## src/rtl/ega_pkg.sv

```systemverilog
// ega_pkg: shared constants, enums and helpers for the EGA graphics controller
package ega_pkg;
  typedef enum logic [1:0] {ALU_PASS, ALU_AND, ALU_OR, ALU_XOR} alu_e;
  typedef enum logic [1:0] {WM0, WM1, WM2, WM3} wrMode_e;
  typedef enum logic {RM0, RM1} rdMode_e;
  typedef enum logic [1:0] {IDLE, RD_ADDR, RD_CAP} rdState_e;
  localparam logic [11:0] PORT_SEQ_IDX = 12'h3C4;
  localparam logic [11:0] PORT_SEQ_DAT = 12'h3C5;
  localparam logic [11:0] PORT_GC_IDX = 12'h3CE;
  localparam logic [11:0] PORT_GC_DAT = 12'h3CF;
  localparam logic [7:0] SEQ_MAPMASK = 8'd2;
  localparam logic [7:0] GC_SR = 8'd0;
  localparam logic [7:0] GC_ESR = 8'd1;
  localparam logic [7:0] GC_CMP = 8'd2;
  localparam logic [7:0] GC_ROT = 8'd3;
  localparam logic [7:0] GC_RMAP = 8'd4;
  localparam logic [7:0] GC_MODE = 8'd5;
  localparam logic [7:0] GC_DC = 8'd7;
  localparam logic [7:0] GC_MASK = 8'd8;
  function automatic logic [7:0] rotr8(input logic [7:0] d, input logic [2:0] r);
    return (d >> r) | (d << (4'd8 - {1'b0, r}));
  endfunction
endpackage

```

## src/rtl/video_gc_ega_plane.sv

```systemverilog
// video_gc_ega_plane: per-plane write source select, ALU and bit mask
module video_gc_ega_plane
  import ega_pkg::*;
(
  input  logic [1:0] iWrMode,
  input  logic [1:0] iAlu,
  input  logic [7:0] iRotData,
  input  logic [7:0] iBitMask,
  input  logic [7:0] iLatch,
  input  logic       iSrEn,
  input  logic       iSrBit,
  input  logic       iWrBit,
  output logic [7:0] oData
);
  logic [7:0] src, alu;
  always_comb begin
    src = iWrMode == WM2 ? {8{iWrBit}} : iSrEn ? {8{iSrBit}} : iRotData;
    alu = iAlu == ALU_AND ? src & iLatch :
          iAlu == ALU_OR  ? src | iLatch :
          iAlu == ALU_XOR ? src ^ iLatch : src;
    oData = iWrMode == WM1 ? iLatch : (iBitMask & alu) | (~iBitMask & iLatch);
  end
endmodule

```

## src/rtl/video_gc_ega.sv

```systemverilog
// video_gc_ega: EGA/VGA graphics controller datapath between CPU bus and planar VRAM
// Optional register readback over IO enabled by VIDEO_GC_EGA_RDBACK_EN.
module video_gc_ega
  import ega_pkg::*;
#(
  parameter int PLANES = 4,
  parameter int ADDR_W = 14,
  parameter logic [4:0] WIN_TAG = 5'b10100
) (
  input  logic                  iClk,
  input  logic                  iRst,
  input  logic [19:0]           iAddr,
  input  logic [7:0]            iWrData,
  input  logic                  iWrMem,
  input  logic                  iRdMem,
  input  logic                  iWrIo,
  input  logic                  iRdIo,
  output logic [7:0]            oRdData,
  output logic                  oSel,
  output logic                  oBusy,
  output logic [ADDR_W-1:0]     oVramAddr,
  output logic [PLANES-1:0]     oVramWr,
  output logic [8*PLANES-1:0]   oVramWrData,
  input  logic [8*PLANES-1:0]   iVramRdData
);
  logic [7:0] seqIdx, gcIdx, bitMask, rotData, rdMode0, rdMode1;
  logic [PLANES-1:0] mapMask;
  logic [3:0] setReset, enSr, colCmp, colDc;
  logic [4:0] rotAlu;
  logic [1:0] readMap, writeMode;
  logic readMode, winHit, memWr, memRd, unused;
  logic [8*PLANES-1:0] latches, planeData;
  logic [11:0] ioPort;
  rdState_e state, stateNext;

  assign ioPort = iAddr[11:0];
  assign winHit = iAddr[19:15] == WIN_TAG;
  assign memWr = iWrMem & winHit & (state == IDLE);
  assign memRd = iRdMem & ~iWrMem & winHit & (state == IDLE);
  assign rotData = rotr8(iWrData, rotAlu[2:0]);
  assign oBusy = state != IDLE;

  for (genvar p = 0; p < PLANES; p++) begin : gPlane
    video_gc_ega_plane uPlane (
      .iWrMode(writeMode), .iAlu(rotAlu[4:3]), .iRotData(rotData), .iBitMask(bitMask),
      .iLatch(latches[8*p +: 8]), .iSrEn(enSr[p]), .iSrBit(setReset[p]), .iWrBit(iWrData[p]),
      .oData(planeData[8*p +: 8])
    );
  end

  always_ff @(posedge iClk) state <= iRst ? IDLE : stateNext;

  always_comb begin
    stateNext = state == IDLE ? (memRd ? RD_ADDR : IDLE) : state == RD_ADDR ? RD_CAP : IDLE;
  end

  // Colour compare: a plane only votes when its don't-care bit is set.
  always_comb begin
    rdMode0 = 8'h00;
    rdMode1 = 8'hFF;
    for (int p = 0; p < PLANES; p++) begin
      if (int'(readMap) == p) rdMode0 = iVramRdData[8*p +: 8];
      if (colDc[p]) rdMode1 &= ~(iVramRdData[8*p +: 8] ^ {8{colCmp[p]}});
    end
  end

`ifdef VIDEO_GC_EGA_RDBACK_EN
  logic [7:0] gcVal, ioRdVal;
  logic ioRdHit;
  always_comb begin
    gcVal = gcIdx == GC_SR ? 8'(setReset) : gcIdx == GC_ESR ? 8'(enSr) :
            gcIdx == GC_CMP ? 8'(colCmp) : gcIdx == GC_ROT ? 8'(rotAlu) :
            gcIdx == GC_RMAP ? 8'(readMap) : gcIdx == GC_MODE ? {4'b0, readMode, 1'b0, writeMode} :
            gcIdx == GC_DC ? 8'(colDc) : gcIdx == GC_MASK ? bitMask : 8'h00;
    ioRdVal = ioPort == PORT_SEQ_IDX ? seqIdx :
              ioPort == PORT_SEQ_DAT ? (seqIdx == SEQ_MAPMASK ? 8'(mapMask) : 8'h00) :
              ioPort == PORT_GC_IDX ? gcIdx : gcVal;
    ioRdHit = iRdIo & (ioPort == PORT_SEQ_IDX || ioPort == PORT_SEQ_DAT ||
                       ioPort == PORT_GC_IDX || ioPort == PORT_GC_DAT);
  end
  assign unused = ^iAddr;
`else
  assign unused = ^{iRdIo, iAddr};
`endif

  always_ff @(posedge iClk) begin
    if (iRst) begin
      oSel <= 1'b0;
      oRdData <= 8'h00;
      oVramWr <= '0;
      oVramWrData <= '0;
      oVramAddr <= '0;
      latches <= '0;
      seqIdx <= 8'h00;
      gcIdx <= 8'h00;
      mapMask <= '1;
      bitMask <= 8'hFF;
      setReset <= 4'h0;
      enSr <= 4'h0;
      colCmp <= 4'h0;
      colDc <= 4'h0;
      rotAlu <= 5'h00;
      readMap <= 2'h0;
      writeMode <= 2'h0;
      readMode <= 1'b0;
    end else begin
      oSel <= 1'b0;
      oVramWr <= '0;
      if (iWrIo && ioPort == PORT_SEQ_IDX) seqIdx <= iWrData;
      if (iWrIo && ioPort == PORT_SEQ_DAT && seqIdx == SEQ_MAPMASK) mapMask <= iWrData[PLANES-1:0];
      if (iWrIo && ioPort == PORT_GC_IDX) gcIdx <= iWrData;
      if (iWrIo && ioPort == PORT_GC_DAT)
        case (gcIdx)
          GC_SR: setReset <= iWrData[3:0];
          GC_ESR: enSr <= iWrData[3:0];
          GC_CMP: colCmp <= iWrData[3:0];
          GC_ROT: rotAlu <= iWrData[4:0];
          GC_RMAP: readMap <= iWrData[1:0];
          GC_MODE: {readMode, writeMode} <= {iWrData[3], iWrData[1:0]};
          GC_DC: colDc <= iWrData[3:0];
          GC_MASK: bitMask <= iWrData;
          default: ;
        endcase
      if (memWr) begin
        oVramAddr <= iAddr[ADDR_W-1:0];
        oVramWr <= mapMask;
        oVramWrData <= planeData;
      end
      if (memRd) oVramAddr <= iAddr[ADDR_W-1:0];
      if (state == RD_CAP) begin
        latches <= iVramRdData;
        oRdData <= readMode ? rdMode1 : rdMode0;
        oSel <= 1'b1;
      end
`ifdef VIDEO_GC_EGA_RDBACK_EN
      else if (ioRdHit) begin
        oRdData <= ioRdVal;
        oSel <= 1'b1;
      end
`endif
    end
  end
endmodule

```

## config.mk

```make
export PLATFORM = sky130hd
export DESIGN_NAME = video_gc_ega
export DESIGN_NICKNAME = d
export VERILOG_FILES = /design/src/rtl/ega_pkg.sv /design/src/rtl/video_gc_ega_plane.sv /design/src/rtl/video_gc_ega.sv
export SDC_FILE = /design/constraint.sdc
export NUM_CORES = 1
export LEC_CHECK = 0
export BUFFER_PORTS_ARGS = -buffer_cell sky130_fd_sc_hd__buf_2
export CORE_MARGIN = 3
export CORE_UTILIZATION = 59
export DETAILED_ROUTE_END_ITERATION = 8
export GPL_TIMING_DRIVEN = 0
export MAX_ROUTING_LAYER = met4
export PLACE_DENSITY_LB_ADDON = 0.2
export SLEW_MARGIN = 15
export SYNTH_ARGS = -nofsm -noshare
export SYNTH_HDL_FRONTEND = slang
export SYNTH_SLANG_ARGS = --single-unit
```

## constraint.sdc

```tcl
create_clock -name iClk -period 3.75 [get_ports iClk]
set_input_delay 0.75 -clock iClk [delete_from_list [all_inputs] [get_ports iClk]]
set_output_delay 0.75 -clock iClk [all_outputs]
set_load 0.02 [all_outputs]
```

==> run summary, run 1 <==
status - finished clean
first-pass GRT wire length - 52700 µm
initial antenna violation count - 0
critical path data required time - 4040 ps
Post-Layout Cell Count - 1568
syn_nets - 1326
row count - 46
die area - 18400 µm²
# fillers - 1288
mux share of post-synthesis cell area - 0.130
endpoints failing hold - 0
DRC Markers - 0
Tot Pwr - 3660 µW
Die Span X - 136 µm
CTS Buffer Depth - 2
Initial Utilization - 0.613
Max Clk Rate - 0.280 GHz
CP Max Fanout - 10
Slew Viols, Final - 0
final worst setup slack - 174 ps
EDFF count, synth - 0
I/O pin total - 126
Min Clock Period, post-route - 3580 ps
leading register cell type out of synthesis - dfxtp_1
WP buf/inv - 4
Syn Std Cell Area - 9920 µm²
via count of the routed design - 10167
P_leak - 0.00458 µW
layout cells sized above 1 - 0.178
IO Port Bufs - 121
vias in the first global route - 9596
Inserted Diodes - 0
area added between synthesis and finish - 16.2%
commonest non-fill, non-tap cell in the layout - nand2_1
slew margin rel. - 0.0481
# setup viols final - 0
worst reg-to-reg setup slack - 170 ps
post-DP HPWL - 25300 µm
Seq/Total Area, Yosys - 0.297
Synth Area per Inst - 8.30 µm²
GRT Util Overall - 0.381
kind of critical path - reg2reg
Distinct cells, synth - 62
core area - 16200 µm²
unrepaired setup endpoints after global routing - yes
Vias/cell - 6.48
grt total ovfl - 0
final worst path period share - 0.953
commonest non-fill, non-tap cells in the layout - nand2_1 (152), dfxtp_1 (147), buf_2 (130)
drt wl/cell - 22.0 µm
CTS Buf Count - 17
starting DRC count in detailed routing - 1076
Syn. warnings - 0
clk_lat worst skew - 440 ps
pwr dens - 317 nW/µm²
Max VDD drop - 0.000308 V
Yosys reg bits - 147
worst slack at placement - -32.5 ps
placed cell count - 1532
Hold Crit Class - reg2reg
Total Wirelength - 34500 µm
post-synthesis cell count - 1195
Reg clk slew, reported paths - 70 ps
CP top delay family - compound AO/OA/AOI/OAI gates
Compound-Gate Fraction of Synth Area - 0.232
largest family of logic cells by synthesized area - compound AO/OA/AOI/OAI gates
Synth Area in Simple Gates - 0.168
clk_skew - 13.2 ps
CP Data Arrival Time - 3870 ps
post-synthesis adder-cell area fraction - 0.0820
CTS tree - done
drt pass-1 iters - 6
fraction of registers with async set/reset - 0
hold-fix buffers at CTS - 0
Max-Cap Viols - 0
largest net degree at the start of global routing - 17
crit-path max cell delay - 580 ps
final net count - 1470
H-tree depth - 4
slowest CP cell - mux4_2
crit-path cells - buf_6 > buf_6 > inv_1 > ha_1 > buf_6 > mux2i_1 > mux4_2 > o21ai_4 > o21ai_0 > and2_1 > ha_1 > o21ai_0 > o21ai_0 > a21oi_1 > o22ai_1
Setup crit end kind - register
Routed Antenna Nets - 0
DIE HEIGHT - 136 µm
slew at the pin with the worst max-slew slack - 1420 ps
global placer's final weighted congestion - 1.06
clk sinks - 147
root buffer cell - clkbuf_16
Post-Synth XOR/XNOR Area - 0.0291
crit start category - register
## per-layer routing
metal  up-vias  global-route usage  routed length (µm)
li1       4595                   -                   -
met1      4748               0.490               13700
met2       698               0.582               14900
met3       126              0.0884                4350
met4         0               0.155                1540
met5         -                   -                   0
## through the flow
step / hold WS (ps) / instance area, µm² / utilization / TNS [ps]
floorplan: 433 / 9920 / - / 0
global placement: 447 / 10800 / 0.667 / -186
detailed placement: 451 / 10800 / 0.667 / -48.5
CTS: 469 / 11400 / 0.705 / 0
global route: 494 / 11500 / 0.713 / -11.4
finish: 466 / 11500 / 0.713 / 0
## cells by family after synthesis
| kind of cell | Yosys count |
|---|---|
| flip-flops | 147 |
| XOR/XNOR | 33 |
| buffers and inverters | 153 |
| AO/OA/AOI/OAI | 340 |
| multiplexers | 106 |
| AND/OR/NAND/NOR | 351 |
| adder cells (fa/ha/maj) | 65 |
## worst paths after layout
| kind | startpoint | endpoint | cells past startpoint |
|---|---|---|---|
| worst max register to register | rotAlu[0] | oVramWrData[30] | 15 |
| worst min register to register | mapMask[3] | mapMask[3] | 2 |
| worst max-delay path | rotAlu[0] | oVramWrData[30] | 15 |
| worst min-delay path | mapMask[3] | mapMask[3] | 2 |
## worst min-delay path, cell delays in order (launching register included)
cell     delay (ps)
dfxtp_1         320
mux2i_1          60
nand2_1          60
## cells in the mapped netlist, types with 15 or more instances
cell,number,share of area
o21a_1,19,0.014
and3_1,15,0.0095
dfxtp_1,147,0.30
a2bb2oi_1,16,0.014
a22oi_1,20,0.015
xor2_1,33,0.029
o221ai_1,16,0.014
nor2_1,84,0.032
ha_1,65,0.082
nand2b_1,18,0.011
o221a_2,16,0.018
mux2i_1,82,0.083
clkbuf_1,75,0.028
inv_1,57,0.022
nand2_1,152,0.058
and2_1,16,0.010
a21oi_1,80,0.040
o21ai_0,66,0.033
## state kept, by name, summed over array words and instances, names as in the netlist
| register | flops |
|---|---|
| latches | 32 |
| colCmp | 4 |
| oVramWrData | 32 |
| rotAlu | 5 |
| colDc | 4 |
| oRdData | 8 |
| state | 2 |
| setReset | 4 |
| readMap | 2 |
| readMode | 1 |
| enSr | 4 |
| writeMode | 2 |
| seqIdx | 8 |
| bitMask | 8 |
| oSel | 1 |
| gcIdx | 8 |
| mapMask | 4 |
| oVramWr | 4 |
| oVramAddr | 14 |
## final cells by class
class / count / area [µm²] / area share
Multi-Input combinational cell: 895 / 6460 / 0.560
Sequential cell: 147 / 2940 / 0.255
Timing Repair Buffer: 125 / 636 / 0.0551
Clock buffer: 20 / 467 / 0.0405
Buffer: 96 / 405 / 0.0352
Tap cell: 216 / 270 / 0.0234
Inverter: 57 / 214 / 0.0186
Clock inverter: 12 / 138 / 0.0119
## where the power goes
| group | switching (µW) | internal, µW | total [µW] |
|---|---|---|---|
| registers | 5.11 | 1570 | 1570 |
| logic | 186 | 121 | 307 |
| clock network | 783 | 997 | 1780 |
| total | 974 | 2690 | 3660 |
## timing repair
item | in CTS | in global routing
buffers inserted | 0 | 4
gates resized for setup | 2 | 22
pin swaps | 0 | 3
hold endpoints to repair | 0 | 0
endpoints found under the setup margin | 3 | 17
No activity file was read; power rests on OpenSTA's default activity.
==> inputs of run 2 (changes only) <==
--- a/config.mk
+++ b/config.mk
@@ -5,6 +5,7 @@
 export SDC_FILE = /design/constraint.sdc
 export NUM_CORES = 1
 export LEC_CHECK = 0
+export ABC_AREA = 1
 export BUFFER_PORTS_ARGS = -buffer_cell sky130_fd_sc_hd__buf_2
 export CORE_MARGIN = 3
 export CORE_UTILIZATION = 59
==> run summary, run 2 <==
status - finished clean
Hold Crit Class - reg2reg
die area - 17200 µm²
Max VDD drop - 0.000348 V
area added between synthesis and finish - 16.1%
WP buf/inv - 6
syn_nets - 1507
Reg clk slew, reported paths - 70 ps
commonest non-fill, non-tap cells in the layout - nand2_1 (271), o21ai_0 (178), nor2_1 (151)
grt total ovfl - 0
final net count - 1648
Total Wirelength - 31000 µm
row count - 45
CTS Buffer Depth - 2
root buffer cell - clkbuf_16
Tot Pwr - 3640 µW
Syn Std Cell Area - 9250 µm²
commonest cells in the synthesized netlist - nand2_1 (271), o21ai_0 (178), nor2_1 (151), dfxtp_1 (147), a21oi_1 (141)
fraction of registers with async set/reset - 0
Post-Layout Cell Count - 1741
P_leak - 0.00536 µW
Resize count post-CTS - 0
Yosys reg bits - 147
Synth Area per Inst - 6.72 µm²
slew at the pin with the worst max-slew slack - 698 ps
top sig layer - met4
Slew Viols, Final - 0
sw power - 1070 µW
biggest regs - latches x32, oVramWrData x32, oVramAddr x14
layout cells sized above 1 - 0.164
top cells by area, synth - dfxtp_1 (32%), nand2_1 (11%), o21ai_0 (9.6%)
wire length on met3 - 2730 µm
endpoints failing hold - 0
CTS Buf Count - 17
internal power - 2570 µW
first-pass GRT wire length - 48300 µm
crit start category - register
DRC Markers - 0
Syn. warnings - 0
global placer's final weighted congestion - 1.00
number of post-CTS setup repair buffers - 0
CP top delay family - buffers and inverters
Min Clock Period, post-route - 3110 ps
via count of the routed design - 10027
drt pass-1 iters - 8
sequential power share - 0.432
CP dominant cell by count - nand2_1
clock network fraction of total power - 0.482
Logic pwr share - 0.086
clk sinks - 147
Final Util - 0.703
crit-path cells - buf_2 > inv_2 > ha_1 > buf_2 > inv_1 > nand3_1 > o211ai_1 > nand2_1 > nand2_1 > nand2_2 > nand2_1 > nand2_1 > nand2_1 > nand2_2 > inv_1 > ha_1 > o21ai_0 > o21ai_0 > inv_1 > nand2_1 > nand2_1 > a21oi_2
# setup viols final - 0
largest net degree at the start of global routing - 19
post-synth top area cell - dfxtp_1
unrepaired setup endpoints after global routing - no
kind of critical path - reg2reg
Max-Cap Viols - 0
top-area cell type share of the netlist area - 0.318
drt wl/cell - 17.8 µm
met2 routed WL - 13900 µm
commonest non-fill, non-tap cell in the layout - nand2_1
Initial Utilization - 0.606
CP Data Arrival Time - 3440 ps
IO Port Bufs - 122
DIE HEIGHT - 131 µm
pwr dens - 340 nW/µm²
clk_lat worst skew - 450 ps
post-synthesis cell count - 1376
Routed Antenna Nets - 0
Vias/cell - 5.76
I/O pin total - 126
starting DRC count in detailed routing - 1022
Seq/Total Area, Yosys - 0.318
leading register cell type out of synthesis - dfxtp_1
critical path data required time - 4080 ps
initial antenna violation count - 0
Distinct cells, synth - 46
hold-fix buffers at CTS - 0
H-tree depth - 4
crit-path max cell delay - 310 ps
vias in the first global route - 9245
slowest CP cell - dfxtp_1
Setup crit end kind - register
placed cell count - 1709
post-DP HPWL - 23400 µm
most common cell in the synthesized netlist - nand2_1
GRT Util Overall - 0.359
clk_skew - 16.0 ps
Inserted Diodes - 0
core area - 15300 µm²
slew margin rel. - 0.535
sw frac - 0.294
final worst path period share - 0.829
Max Clk Rate - 0.322 GHz
WL met1 - 13100 µm
Die Span X - 131 µm
EDFF count, synth - 0
CTS tree - done
CP Max Fanout - 9
Setup TNS - 0 ps
==> run 2: cell count changes after synthesis, sizes merged, moves of 27 or more <==
| cell | previous run | this run |
|---|---|---|
| clkbuf | 75 | 48 |
| a21oi | 80 | 149 |
| o21ai | 80 | 187 |
| nand3 | 5 | 50 |
| mux2i | 82 | 0 |
| nor2 | 84 | 159 |
| inv | 57 | 144 |
| nand2 | 152 | 299 |
==> run 2: kinds of logic (layout without fill, tap and decap cells) <==
group           count (synthesis)  in the layout  share of synthesized area
simple gates                  534            534                      0.249
compound gates                398            398                      0.238
buf+inv                       216            370                     0.0912
flops                         147            147                      0.318
fa+ha+maj                      65             65                     0.0879
xor+xnor                       16             16                     0.0152
==> run 2: area by class of cell <==
cell class	instances	area [µm²]
Clock buffer	17	425
Tap cell	211	264
Buffer	63	264
Clock inverter	15	185
Multi-Input combinational cell	1013	5460
Inverter	153	579
Timing Repair Buffer	122	611
Fill cell	1354	4530
Sequential cell	147	2940
==> run 2: routing by layer <==
layer  track usage  vias up
li1              -     4832
met1         0.468     4617
met2         0.543      487
met3        0.0643       91
met4         0.170        0
met5             -        -
==> run 2: metrics by stage <==
stage,hold slack [ps],setup WS (ps),area (µm²)
after detailed placement,418,766,10100
final,437,640,10700
after floorplan,408,1230,9250
after CTS,438,702,10700
after global routing,454,397,10700
after global placement,417,778,10100
==> run 2: power by group through the flow <==
stage	logic [µW]	clock network, µW	registers (µW)
final	314	1760	1570
after floorplan	163	0	1620
after detailed placement	305	0	1610
after CTS	307	1740	1570
after global routing	348	1810	1570
after global placement	300	0	1610
==> run 2: worst paths after layout <==
path                   start              end  slack (ps)  cells past startpoint
setup / recovery   rotAlu[1]  oVramWrData[22]         640                     22
hold / removal    mapMask[0]       oVramWr[0]         440                      2
setup reg to reg   rotAlu[1]  oVramWrData[22]         640                     22
hold reg to reg   mapMask[0]       oVramWr[0]         440                      2
==> run 2: worst register-to-register path: stages, from the launching register on <==
cell and delay (ps):
dfxtp_1 310, buf_2 210, inv_2 150, ha_1 290, buf_2 180, inv_1 210, nand3_1 150, o211ai_1 100
nand2_1 70, nand2_1 70, nand2_2 80, nand2_1 70, nand2_1 50, nand2_1 70, nand2_2 100, inv_1 90
ha_1 230, o21ai_0 220, o21ai_0 130, inv_1 80, nand2_1 50, nand2_1 60, a21oi_2 50
